## src/rtl/mem_access_stage.sv

```systemverilog
// Memory stage: issues handshaked dmem accesses, extracts load bytes, buffers one result for writeback.
// Latency 1 (non-mem/misaligned) or 2+ (memory); in_ready drops while an access is outstanding or the buffer is held.
module mem_access_stage #(
   parameter int TIMEOUT_CYCLES = 255,
   parameter int CNT_WIDTH      = 8
) (
   input  logic        clk,
   input  logic        reset,
   input  logic        in_valid,
   output logic        in_ready,
   input  logic [15:0] in_result,
   input  logic [15:0] in_wdata,
   input  logic        in_mem_read,
   input  logic        in_mem_write,
   input  logic        in_mem_byte,
   output logic [15:0] dmem_address,
   output logic        dmem_read,
   output logic        dmem_write,
   output logic [1:0]  dmem_byte_enable,
   output logic [15:0] dmem_wdata,
   input  logic [15:0] dmem_rdata,
   input  logic        dmem_resp,
   output logic        out_valid,
   input  logic        out_ready,
   output logic [15:0] out_data,
   output logic        out_err
);

   typedef enum logic {IDLE, ACCESS} state_t;

   // Last counter value before abort; unused when the timeout is disabled.
   localparam logic [CNT_WIDTH-1:0] TO_LAST =
      (TIMEOUT_CYCLES == 0) ? '0 : CNT_WIDTH'(TIMEOUT_CYCLES - 1);
   localparam logic [CNT_WIDTH-1:0] CNT_ONE = CNT_WIDTH'(1);

   state_t               state;
   logic [CNT_WIDTH-1:0] cnt;
   logic [15:0]          addr_q;
   logic [15:0]          wdata_q;
   logic                 byte_q;
   logic                 write_q;

   logic                 active;
   logic                 accept;
   logic                 is_mem;
   logic                 misaligned;
   logic                 timed_out;
   logic [15:0]          resp_data;

   assign active     = (state == ACCESS);
   assign in_ready   = (state == IDLE) && (!out_valid || out_ready);
   assign accept     = in_valid && in_ready;
   assign is_mem     = in_mem_read || in_mem_write;
   assign misaligned = is_mem && !in_mem_byte && in_result[0];
   assign timed_out  = (TIMEOUT_CYCLES != 0) && active && !dmem_resp && (cnt == TO_LAST);

   assign dmem_read        = active && !write_q;
   assign dmem_write       = active && write_q;
   assign dmem_address     = active ? {addr_q[15:1], 1'b0} : 16'h0000;
   assign dmem_wdata       = active ? wdata_q : 16'h0000;
   assign dmem_byte_enable = !active ? 2'b00 :
                             !byte_q ? 2'b11 :
                             addr_q[0] ? 2'b10 : 2'b01;

   always_comb begin
      resp_data = dmem_rdata;
      if (write_q)
         resp_data = addr_q;
      else if (byte_q)
         resp_data = {8'h00, addr_q[0] ? dmem_rdata[15:8] : dmem_rdata[7:0]};
   end

   always_ff @(posedge clk or posedge reset) begin
      if (reset) begin
         state     <= IDLE;
         cnt       <= '0;
         addr_q    <= 16'h0000;
         wdata_q   <= 16'h0000;
         byte_q    <= 1'b0;
         write_q   <= 1'b0;
         out_valid <= 1'b0;
         out_data  <= 16'h0000;
         out_err   <= 1'b0;
      end else begin
         // Consume first; a result loaded this same edge overrides it.
         if (out_ready)
            out_valid <= 1'b0;
         case (state)
            IDLE: begin
               if (accept) begin
                  if (!is_mem || misaligned) begin
                     out_valid <= 1'b1;
                     out_data  <= misaligned ? 16'h0000 : in_result;
                     out_err   <= misaligned;
                  end else begin
                     state   <= ACCESS;
                     cnt     <= '0;
                     addr_q  <= in_result;
                     wdata_q <= in_wdata;
                     byte_q  <= in_mem_byte;
                     write_q <= in_mem_write;
                  end
               end
            end
            ACCESS: begin
               if (dmem_resp) begin
                  state     <= IDLE;
                  out_valid <= 1'b1;
                  out_data  <= resp_data;
                  out_err   <= 1'b0;
               end else if (timed_out) begin
                  state     <= IDLE;
                  out_valid <= 1'b1;
                  out_data  <= 16'h0000;
                  out_err   <= 1'b1;
               end else if (cnt != '1) begin
                  cnt <= cnt + CNT_ONE;
               end
            end
            default: state <= IDLE;
         endcase
      end
   end

endmodule

```

## config.mk

```make
export PLATFORM = sky130hd
export DESIGN_NAME = mem_access_stage
export DESIGN_NICKNAME = d
export VERILOG_FILES = /design/src/rtl/mem_access_stage.sv
export SDC_FILE = /design/constraint.sdc
export NUM_CORES = 1
export LEC_CHECK = 0
export ABC_AREA = 0
export BUFFER_PORTS_ARGS = -buffer_cell sky130_fd_sc_hd__buf_2
export CORE_UTILIZATION = 30
export DETAILED_ROUTE_END_ITERATION = 16
export SLEW_MARGIN = 25
export SYNTH_ARGS = -nofsm -noshare
export SYNTH_HDL_FRONTEND = slang
export SYNTH_SLANG_ARGS = --single-unit
export TNS_END_PERCENT = 1
```

## constraint.sdc

```tcl
create_clock -name clk -period 2.3 [get_ports clk]
set_input_delay 0.575 -clock clk [delete_from_list [all_inputs] [get_ports clk]]
set_output_delay 0.575 -clock clk [all_outputs]
set_load 0.01 [all_outputs]
```

==> metrics.md <==
| Metric | Value |
|---|---|
| Leakage power | 1.99 nW |
| Vias per inst | 4.93 |
| Post_cts resized | 0 |
| Fin util | 0.404 |
| Crit-path max cell delay | 0.63 ns |
| Multiplexer share of the synthesized area | 0.177 |
| HPWL Detailed | about 6.2 mm |
| Top_reg_cell synth | dfrtp_1 |
| Latest clock arrival within the worst-skew pair | 0.33 ns |
| Worst vdd ir | 446 µV |
| Detail Route Antenna Nets | 0 |
| CP Capture Type | primary output |
| Startpoint type of the worst setup path | flip-flop |
| WS Path Type | reg2out |
| Final worst slack | about 0.16 ns |
| Unique masters post-synth | 46 |
| I/O pin count | 111 |
| Ranking of synthesized cells by area | dfrtp_1 (48%), mux2_2 (14%), and2_1 (6.3%) |
| Hold_ws | 0.281 ns |
| CP Launch Point | active$_DFF_PP0_ |
| Adder and majority gate portion of the synthesized area | 0.00787 |
| Buf/Inv on CP | 2 |
| CTS tree | built |
| Clock-pin slew on the worst setup and hold paths | ~0.070 ns |
| Setup bufs post-CTS | 0 |
| Slew Limit Headroom | 0.620 |
| H-tree levels | 3 |
| Placement-stage worst setup slack | 0.339 ns |
| Area of the die | 11000 µm² |
| Synth Area in XOR/XNOR | 0 |
| Setup Viol. Count Final | 0 |
| Max clock buf depth | 2 |
| CP top delay family | flip-flops |
| Sequential fraction of design power | 0.416 |
| Switching part of the total power | 0.332 |
| Yosys reg bits | 61 |
| Chip width | roughly 100 µm |
| Yosys top cell area share | 0.480 |
| Status | complete, no violations |
| Min Tclk post-route | 2.14 ns |
| Filler cell count | 1030 |
| Reg2reg end | out_data[1]$_DFFE_PP0P_ |
| Largest net degree at the start of global routing | 27 |
| PwrDens | slightly below 1000 nW/µm² |
| P_int | 2.75 mW |
| Synth-to-Final Area Change | 31.1% |
| R2r worst-path depth | 4 |
| 1st-pass router iterations | 4 |
| Setup_tns | 0 ns |
| Residual DRC | 0 |
| Yosys warns | 0 |
| Hold Path Class | in2async |
| GPL Wtd Cong | 0.786 |
| CP cell instances | inv_1, a21oi_1, buf_2 |
| Final Max Tran Viols | 0 |
| Antenna violations before repair | 0 |
| Core area | 10300 µm² |
| Port Buffers | 109 |
| Gate Count Post-Synth | 279 |
| Syn_nets | ~340 |
| Hold Vio Cnt, Final | 0 |
| Layout cells sized above 1 | 0.463 |
| CTS buffer count | 9 |
| Synth Area in Compound Gates | 0.152 |
| WP data required | 1.73 ns |
| Layout Skew | between 0.005 and 0.006 ns |
| Power share of the combinational group | 0.342 |
| Post-Synth Simple-Gate Area | 0.149 |
| Sequential area share after synthesis | 0.480 |
| Initial DRC Count | between 80 and 90 |
| FP Rows | 37 |
| Crit path depth | 3 |
| Clock share of power | 0.242 |
| Max Cap Viol | 0 |
| CP arrival | around 1.6 ns |
| GR Util All Layers | 0.157 |
| Detailed Route WL | 8.36 mm |
| Routed length per instance | 15.6 µm |
| Slew @ Worst Pin | 0.567 ns |
| Async SR Flop Fraction | 1.00 |
| Fin nets | 453 |
| Final period utilization | 0.931 |
| Initial Utilization | 0.308 |
| Final Power | between 4 and 5 mW |
| Vias in the first global route | 2666 |
| EDFF count, synth | 0 |
| Die height | around 100 µm |
| First-pass GRT wire length | 13.5 mm |
| Critical path peak fanout | 11 |
| Clk root buf | clkbuf_8 |
| Num Clock Sinks | 61 |
| Setup slack, reg-to-reg | roughly 0.4 ns |
| NetSw | 1.37 mW |
| Mean Syn Cell Area | 11.4 µm² |
| Post-synth top area cell | dfrtp_1 |
| Fmax | 467 MHz |
| GRT Residual Overflow | 0 |
| Syn Std Cell Area | around 3200 µm² |
| CP max-delay cell | dfrtp_1 |
| Largest family of logic cells by synthesized area | multiplexers |
| N_diodes | 0 |
| RSZ-0062 raised after global routing | no |
| Critical R2R Launch | addr_q[0]$_DFFE_PP0P_ |
| Via count | 2643 |
| CTS Hold Bufs | 0 |
state kept, by name, summed over array words and instances, names as in the netlist:
register / flops
out_valid: 1
cnt: 8
active: 1
out_err: 1
out_data: 16
addr_q: 16
write_q: 1
wdata_q: 16
byte_q: 1
worst register-to-register path: stages (launching register included):
cell,delay (ns)
dfrtp_1,0.58
nand2_1,0.29
a211oi_1,0.51
o2bb2ai_1,0.12
mux2_1,0.29
worst max-delay path by stage:
stage | endpoint | slack [ns]
6_report | dmem_byte_enable[0] | 0.16
5_1_grt | dmem_byte_enable[0] | 0.03
4_1_cts | dmem_byte_enable[0] | 0.13
3_5_place_dp | wdata_q[14]$_DFFE_PP0P_ | 0.34
3_3_place_gp | wdata_q[13]$_DFFE_PP0P_ | 0.36
2_1_floorplan | active$_DFF_PP0_ | 0.21
final cells by class:
| type | count | area (µm²) | share of cell area |
|---|---|---|---|
| sequential | 61 | 1530 | 0.366 |
| inverter | 5 | 18.8 | 0.00450 |
| tap | 136 | 170 | 0.0408 |
| timing repair buffer | 122 | 693 | 0.166 |
| clock buffer | 13 | 169 | 0.0405 |
| clock inverter | 3 | 42.5 | 0.0102 |
| multi-input combinational | 196 | 1550 | 0.372 |
power by group through the flow:
stage | combinational (mW) | sequential [mW] | clock [mW]
floorplan | 0.865 | 1.69 | 0
global route | 1.54 | 1.77 | 1.08
finish | 1.41 | 1.71 | 0.994
CTS | 1.43 | 1.71 | 1.03
global placement | 1.40 | 1.72 | 0
detailed placement | 1.42 | 1.73 | 0
stage by stage:
| step | area, µm² | std cells |
|---|---|---|
| finish | 4170 | 536 |
| global route | 4170 | 536 |
| CTS | 4170 | 536 |
| detailed placement | 3960 | 520 |
| global placement | 3960 | 520 |
| floorplan | 3180 | 279 |
Yosys cell counts, drive strengths merged (2+ instances only):
library cell / count
nor3: 2
a22oi: 8
or2: 2
o2bb2ai: 16
nand2: 5
and2: 32
o211ai: 2
a31oi: 2
buf: 8
a41oi: 2
nor2b: 3
nand4: 3
inv: 5
nand2b: 5
a21oi: 7
and3: 9
ha: 2
nand3: 2
a211oi: 7
mux2: 49
o21ai: 13
clkbuf: 9
nor2: 9
nor4: 3
dfrtp: 61
routing by layer:
metal	wire length, µm	track usage	vias to the layer above
met5	0	0	-
met4	72	0.0473	0
met3	503	0.0424	6
met2	3890	0.261	93
met1	3890	0.198	1290
li1	-	-	1254
kinds of logic (layout without fill, tap and decap cells):
| kind of cell | count (synthesis) | in the layout |
|---|---|---|
| AO/OA/AOI/OAI | 65 | 65 |
| flip-flops | 61 | 61 |
| other | 1 | 1 |
| buffers and inverters | 22 | 143 |
| multiplexers | 50 | 50 |
| adder cells (fa/ha/maj) | 2 | 2 |
| AND/OR/NAND/NOR | 78 | 78 |
cell usage in the layout, fill, tap and decap left out, drive strengths merged, types with 2 or more instances in the layout:
| cell | count |
|---|---|
| nand2 | 5 |
| a22oi | 8 |
| and2 | 32 |
| nand4 | 3 |
| a211oi | 7 |
| nand2b | 5 |
| mux2 | 49 |
| nor2b | 3 |
| o2bb2ai | 16 |
| o21ai | 13 |
| buf | 122 |
| or2 | 2 |
| a31oi | 2 |
| inv | 5 |
| nor2 | 9 |
| clkbuf | 13 |
| a41oi | 2 |
| dfrtp | 61 |
| nor3 | 2 |
| nand3 | 2 |
| ha | 2 |
| and3 | 9 |
| o211ai | 2 |
| a21oi | 7 |
| nor4 | 3 |
(Power assumes the default switching activity.)
